### config.mk
export PLATFORM = sky130hd
export DESIGN_NAME = pakout_router
export DESIGN_NICKNAME = d
export VERILOG_FILES = /design/src/rtl/pakout_router_pkg.sv /design/src/rtl/pakout_router_chnl.sv /design/src/rtl/pakout_router.sv
export SDC_FILE = /design/constraint.sdc
export NUM_CORES = 1
export LEC_CHECK = 0
export ABC_AREA = 1
export BUFFER_PORTS_ARGS = -buffer_cell sky130_fd_sc_hd__buf_4
export CORE_MARGIN = 2
export CORE_UTILIZATION = 35
export CTS_BUF_LIST = sky130_fd_sc_hd__clkbuf_16
export CTS_CLUSTER_DIAMETER = 120
export CTS_CLUSTER_SIZE = 20
export DETAILED_ROUTE_END_ITERATION = 10
export PLACE_DENSITY = 0.61
export SYNTH_ARGS = -nofsm -noshare
export SYNTH_HDL_FRONTEND = slang
export SYNTH_SLANG_ARGS = --single-unit
### constraint.sdc
create_clock -name i_clk -period 3.1 [get_ports i_clk]
set_clock_uncertainty 0.1 [all_clocks]
set_input_delay 0.155 -clock i_clk [delete_from_list [all_inputs] [get_ports i_clk]]
set_output_delay 0.155 -clock i_clk [all_outputs]
set_load 0.05 [all_outputs]
### src/rtl/pakout_router_pkg.sv
// Shared widths, FSM state types and the address-to-channel routing helper
// for the pakout_router family.
package pakout_router_pkg;

  localparam int NS_PACKET_SIZE  = 32;
  localparam int NS_ADDRESS_SIZE = 8;
  localparam int NS_DATA_SIZE    = 16;

  typedef enum logic {
    IN_IDLE,
    IN_WAIT
  } in_state_t;

  typedef enum logic [1:0] {
    O_IDLE,
    O_REQ,
    O_REL
  } out_state_t;

  // Each outbound channel owns a contiguous block of span addresses.
  function automatic int route_idx(input int dst, input int span);
    return dst / span;
  endfunction

endpackage

### src/rtl/pakout_router_chnl.sv
// One outbound channel: DEPTH-entry packet buffer plus four-phase sender FSM.
// NS_PAKOUT_ROUTER_CNT_EN adds an 8-bit completed-handshake counter.
module pakout_router_chnl
  import pakout_router_pkg::*;
#(
  parameter int PSZ   = NS_PACKET_SIZE,
  parameter int DEPTH = 4
) (
  input  logic           i_clk,
  input  logic           i_rst,
  input  logic           i_push,
  input  logic [PSZ-1:0] i_pkt,
  output logic           o_full,
  output logic           o_empty,
  output logic           o_req,
  input  logic           i_ack,
  output logic [PSZ-1:0] o_pakio
`ifdef NS_PAKOUT_ROUTER_CNT_EN
  ,
  output logic [7:0]     o_cnt
`endif
);

  localparam int AW = $clog2(DEPTH);

  logic [PSZ-1:0] r_mem [DEPTH];
  logic [AW-1:0]  r_wptr;
  logic [AW-1:0]  r_rptr;
  logic [AW:0]    r_count;
  logic [PSZ-1:0] r_pakio;
  out_state_t     r_state;
  out_state_t     w_next;
  logic           w_load;
  logic           w_pop;
  logic           w_full;
  logic           w_empty;

  assign w_full  = (r_count == (AW+1)'(DEPTH));
  assign w_empty = (r_count == '0);

  always_comb begin
    w_next = r_state;
    w_load = 1'b0;
    w_pop  = 1'b0;
    case (r_state)
      O_IDLE: if (!w_empty) begin
        w_load = 1'b1;
        w_next = O_REQ;
      end
      O_REQ: if (i_ack) begin
        w_pop  = 1'b1;
        w_next = O_REL;
      end
      O_REL: if (!i_ack) w_next = O_IDLE;
      default: w_next = O_IDLE;
    endcase
  end

  always_ff @(posedge i_clk) begin
    if (i_rst) begin
      r_state <= O_IDLE;
      r_wptr  <= '0;
      r_rptr  <= '0;
      r_count <= '0;
      r_pakio <= '0;
    end else begin
      r_state <= w_next;
      if (i_push) r_wptr <= r_wptr + 1'b1;
      if (w_pop)  r_rptr <= r_rptr + 1'b1;
      // A push and pop in the same cycle leave the occupancy unchanged.
      case ({i_push, w_pop})
        2'b10:   r_count <= r_count + 1'b1;
        2'b01:   r_count <= r_count - 1'b1;
        default: r_count <= r_count;
      endcase
      if (w_load) r_pakio <= r_mem[r_rptr];
    end
  end

  always_ff @(posedge i_clk) begin
    if (i_push) r_mem[r_wptr] <= i_pkt;
  end

`ifdef NS_PAKOUT_ROUTER_CNT_EN
  logic [7:0] r_cnt;

  always_ff @(posedge i_clk) begin
    if (i_rst)      r_cnt <= '0;
    else if (w_pop) r_cnt <= r_cnt + 8'd1;
  end

  assign o_cnt = r_cnt;
`endif

  assign o_full  = w_full;
  assign o_empty = w_empty;
  assign o_req   = (r_state == O_REQ);
  assign o_pakio = r_pakio;

endmodule

### src/rtl/pakout_router.sv
// Routes packets from one inbound req/ack channel to NCH buffered outbound channels
// by destination address. NS_PAKOUT_ROUTER_CNT_EN adds per-channel snd_cnt counters.
module pakout_router
  import pakout_router_pkg::*;
#(
  parameter int PSZ       = NS_PACKET_SIZE,
  parameter int ASZ       = NS_ADDRESS_SIZE,
  parameter int DSZ       = NS_DATA_SIZE,
  parameter int NCH       = 4,
  parameter int DEPTH     = 4,
  parameter int ADDR_SPAN = 16
) (
  input  logic               i_clk,
  input  logic               reset,
  output logic               ready,
  input  logic               rcv0_req,
  output logic               rcv0_ack,
  input  logic [PSZ-1:0]     rcv0_pakio,
  output logic [NCH-1:0]     snd_req,
  input  logic [NCH-1:0]     snd_ack,
  output logic [NCH*PSZ-1:0] snd_pakio,
`ifdef NS_PAKOUT_ROUTER_CNT_EN
  output logic [NCH*8-1:0]   snd_cnt,
`endif
  output logic               err,
  output logic [ASZ-1:0]     err_addr
);

  localparam int IW = $clog2(NCH);

  in_state_t      r_in_state;
  in_state_t      w_in_next;
  logic           r_live;
  logic           r_err;
  logic [ASZ-1:0] r_err_addr;
  logic [ASZ-1:0] w_dst;
  logic [PSZ-1:0] w_pkt;
  int             w_idx;
  logic [IW-1:0]  w_sel;
  logic           w_in_range;
  logic           w_accept;
  logic           w_drop;
  logic [NCH-1:0] w_push;
  logic [NCH-1:0] w_full;
  logic [NCH-1:0] w_empty;

  assign w_dst      = rcv0_pakio[PSZ-1 -: ASZ];
  assign w_pkt      = {rcv0_pakio[PSZ-1:DSZ], rcv0_pakio[DSZ-1:0]};
  assign w_idx      = route_idx(int'(32'(w_dst)), ADDR_SPAN);
  assign w_in_range = (w_idx < NCH);
  assign w_sel      = IW'(w_idx);

  // Out-of-range packets are acknowledged and discarded so the source never hangs.
  always_comb begin
    w_in_next = r_in_state;
    w_accept  = 1'b0;
    w_drop    = 1'b0;
    case (r_in_state)
      IN_IDLE: if (rcv0_req) begin
        if (!w_in_range) begin
          w_drop    = 1'b1;
          w_in_next = IN_WAIT;
        end else if (!w_full[w_sel]) begin
          w_accept  = 1'b1;
          w_in_next = IN_WAIT;
        end
      end
      IN_WAIT: if (!rcv0_req) w_in_next = IN_IDLE;
      default: w_in_next = IN_IDLE;
    endcase
  end

  always_comb begin
    w_push = '0;
    for (int k = 0; k < NCH; k++) w_push[k] = w_accept && (w_sel == IW'(k));
  end

  always_ff @(posedge i_clk) begin
    if (reset) begin
      r_in_state <= IN_IDLE;
      r_live     <= 1'b0;
      r_err      <= 1'b0;
      r_err_addr <= '0;
    end else begin
      r_in_state <= w_in_next;
      r_live     <= 1'b1;
      if (w_drop && !r_err) begin
        r_err      <= 1'b1;
        r_err_addr <= w_dst;
      end
    end
  end

  for (genvar k = 0; k < NCH; k++) begin : g_chnl
    pakout_router_chnl #(
      .PSZ   (PSZ),
      .DEPTH (DEPTH)
    ) u_chnl (
      .i_clk   (i_clk),
      .i_rst   (reset),
      .i_push  (w_push[k]),
      .i_pkt   (w_pkt),
      .o_full  (w_full[k]),
      .o_empty (w_empty[k]),
      .o_req   (snd_req[k]),
      .i_ack   (snd_ack[k]),
      .o_pakio (snd_pakio[k*PSZ +: PSZ])
`ifdef NS_PAKOUT_ROUTER_CNT_EN
      ,
      .o_cnt   (snd_cnt[k*8 +: 8])
`endif
    );
  end

  assign rcv0_ack = (r_in_state == IN_WAIT);
  assign ready    = r_live && (&w_empty);
  assign err      = r_err;
  assign err_addr = r_err_addr;

endmodule

==> results_dict.tcl <==
set metrics [dict create \
    n_antenna_cell 0 \
    rsz0062_at_grt "no" \
    grt_remaining_overflow 0 \
    switching_power_mw 4.424 \
    cts-resized-gates 0 \
    final_cell_mix "512 x edfxtp_1, 506 x nor2_1, 407 x o21ai_0" \
    slew_headroom_pct 30.74 \
    final_cells 3331 \
    worst_hold_path_type "primary input to flip-flop" \
    fin_area_um2 29760 \
    route.detailed.drc 0 \
    yosysUniqueCellTypes 31 \
    final_nets 2406 \
    clkTransAtPathRegs_ps 80 \
    placed_area_um2 28210 \
    seqPwrFrac_pct 58.6 \
    cts_sinks 687 \
    antenna_found_initial 4 \
    dp_hpwl_um 40060 \
    internal_power_mw 12.98 \
    cp.arrival_ps 2980 \
    die_w_um 275.2 \
    syn_area_um2 25740 \
    ios 182 \
    grt_start_max_net_pins 74 \
    drtIter0Drc 1384 \
    routabilityCongestion 0.7820 \
    swShare_pct 25.42 \
    fin_tns_setup_ps 0 \
    track_usage_pct 17.13 \
    final_common_cell "edfxtp_1" \
    fin_crit_ps 2616 \
    period_share_pct 84.39 \
    cts_tree "done" \
    hold_violations 0 \
    cap_violations 0 \
    tightest_slew_ps 1038 \
    synth_cells 2155 \
    drtPass1Iterations 5 \
    hold_slack_ps 321.2 \
    yosys_warnings 0 \
    dp_cells 3220 \
    synthToLayoutAreaGrowth_pct 15.60 \
    status "finished clean" \
    core_um2 72830 \
    fillers 6855 \
    startpoint_type "flip-flop" \
    cts_buffer_depth 3 \
    insertion_delay_ps 580 \
    via_count 16710 \
    cts_root_buf "clkbuf_16" \
    power_mw 17.41 \
    h-tree-depth 2 \
    die_h_um 275.2 \
    grt_pass1_wl_um 98020 \
    power_frac_comb_pct 10.8 \
    fin_ws_ps 483.9 \
    slew_viol_final 0 \
    setup_viol 0 \
    worstPathMaxFanout 5 \
    dieArea_um2 75730 \
    p_leak_nw 10.69 \
    end_kind "flip-flop" \
    crit_type "flip-flop to flip-flop" \
    initial_core_util_pct 35.34 \
    ys_ff_latch 687 \
    portBuffers 181 \
    fmax_ghz 0.3822 \
    ys_seq_area_share_pct 73.34 \
    power.clock.fraction_pct 30.6 \
    antenna_left 0 \
    synth_nets 2218 \
    post-place-ws_ps 489.3 \
    wire_per_inst_um 19.88 \
    drive_gt1_share_pct 13.32 \
    grt_pass1_vias 16153 \
    cp_data_required_time_ps 3460 \
    avgViaCountPerCell 5.017 \
    drt_wl_total_um 66200 \
    final_core_util_pct 40.86 \
    pwr_density_cell_nw_per_um2 584.9 \
    ir_drop_mv 0.3179 \
    cts_inserted_buffers 40 \
    syn_avg_cell_area_um2 11.94 \
    num_rows 99 \
]
[flip-flops by register name, summed over array words and instances, names as in the netlist]
signal and cells:
g_chnl.u_chnl.r_state 8, g_chnl.u_chnl.o_pakio 128, g_chnl.u_chnl.r_wptr 8, g_chnl.u_chnl.r_rptr 8, g_chnl.u_chnl.r_mem 512, rcv0_ack 1, r_live 1, err_addr 8
g_chnl.u_chnl.r_count 12, err 1
[power groups by stage]
stage | sequential [mW] | combinational, mW | clock, mW
after floorplan | 11.0 | 0.538 | 0
after global placement | 10.4 | 1.85 | 0
after detailed placement | 10.4 | 1.87 | 0
after CTS | 10.2 | 1.92 | 5.46
after global routing | 10.2 | 2.03 | 5.76
final | 10.2 | 1.89 | 5.32
[kinds of logic (layout without fill, tap and decap cells)]
| logic type | Yosys count | in the layout | share of synthesized area, % |
|---|---|---|---|
| AOI/OAI and AO/OA | 606 | 606 | 12.45 |
| adders and majority gates | 24 | 24 | 1.283 |
| buffers and inverters | 248 | 465 | 3.845 |
| DFF | 687 | 687 | 73.34 |
| and+or+nand+nor | 590 | 590 | 9.085 |
[what timing repair did]
action,CTS,global route
hold endpoints to repair,540,0
hold buffers,40,0
setup endpoints to repair,0,0
setup buffers,0,0
[final timing paths]
kind	start	to	slack [ps]	cells past startpoint
max	g_chnl[0].u_chnl.r_count[1]	g_chnl[0].u_chnl.r_count[2]	480	14
min reg2reg	err_addr[6]	err_addr[6]	390	2
max reg2reg	g_chnl[0].u_chnl.r_count[1]	g_chnl[0].u_chnl.r_count[2]	480	14
min	rcv0_req	rcv0_ack	320	4
[synth_stat cells]
cell type    n  share of area, %
nor2_4       1             0.044
clkbuf_1    92               1.3
o22ai_1     96               2.3
or2_4        1             0.034
nand4_1      9              0.22
nor2_1     510               7.4
a21oi_2      1             0.034
ha_1        20              0.97
nor4_1       1             0.024
fa_1         4              0.31
nor3_4       1             0.063
clkinv_1     2             0.029
a21oi_1     67               1.3
nor3_2       1             0.039
or2_2        1             0.024
nor3_1       1             0.019
o21ai_1      2             0.039
inv_1      111               1.6
edfxtp_1   512                60
dfxtp_1    175                14
a31oi_1     32              0.78
o21ai_0    407               7.9
nand3_1      8              0.16
buf_1        2             0.029
nor2_2      16              0.39
inv_2        6             0.087
buf_4        6              0.17
buf_2       29              0.56
nand3_4      1             0.068
nand2_1     39              0.57
a211oi_2     1             0.049
[area by class of cell]
type	count	area, µm²	share of cell area (%)
clock buffers	41	1026	3.448
well taps	959	1200	4.032
flip-flops and latches	687	18880	63.46
multi-input cells	1220	5897	19.82
inverters	119	449.2	1.509
repair buffers	275	2177	7.316
clock inverters	30	125.1	0.4205
[critical path, cell delays in order (launching register included)]
cell,delay [ps]
dfxtp_1,330
nor2_1,280
inv_1,100
nor2_1,120
nor2_1,80
nand3_4,110
nor2_2,70
inv_2,120
ha_1,170
inv_1,80
fa_1,450
a21oi_1,170
o21ai_0,120
o21ai_0,160
a21oi_1,50
[metal layers]
metal / global-route usage [%] / wire, µm / up-vias
li1: - / - / 7950
met1: 22.88 / 29010 / 8268
met2: 28.60 / 31700 / 405
met3: 2.950 / 3607 / 85
met4: 5.050 / 1877 / 2
met5: 0 / 13 / -
Power figures use the tool's default switching activity.
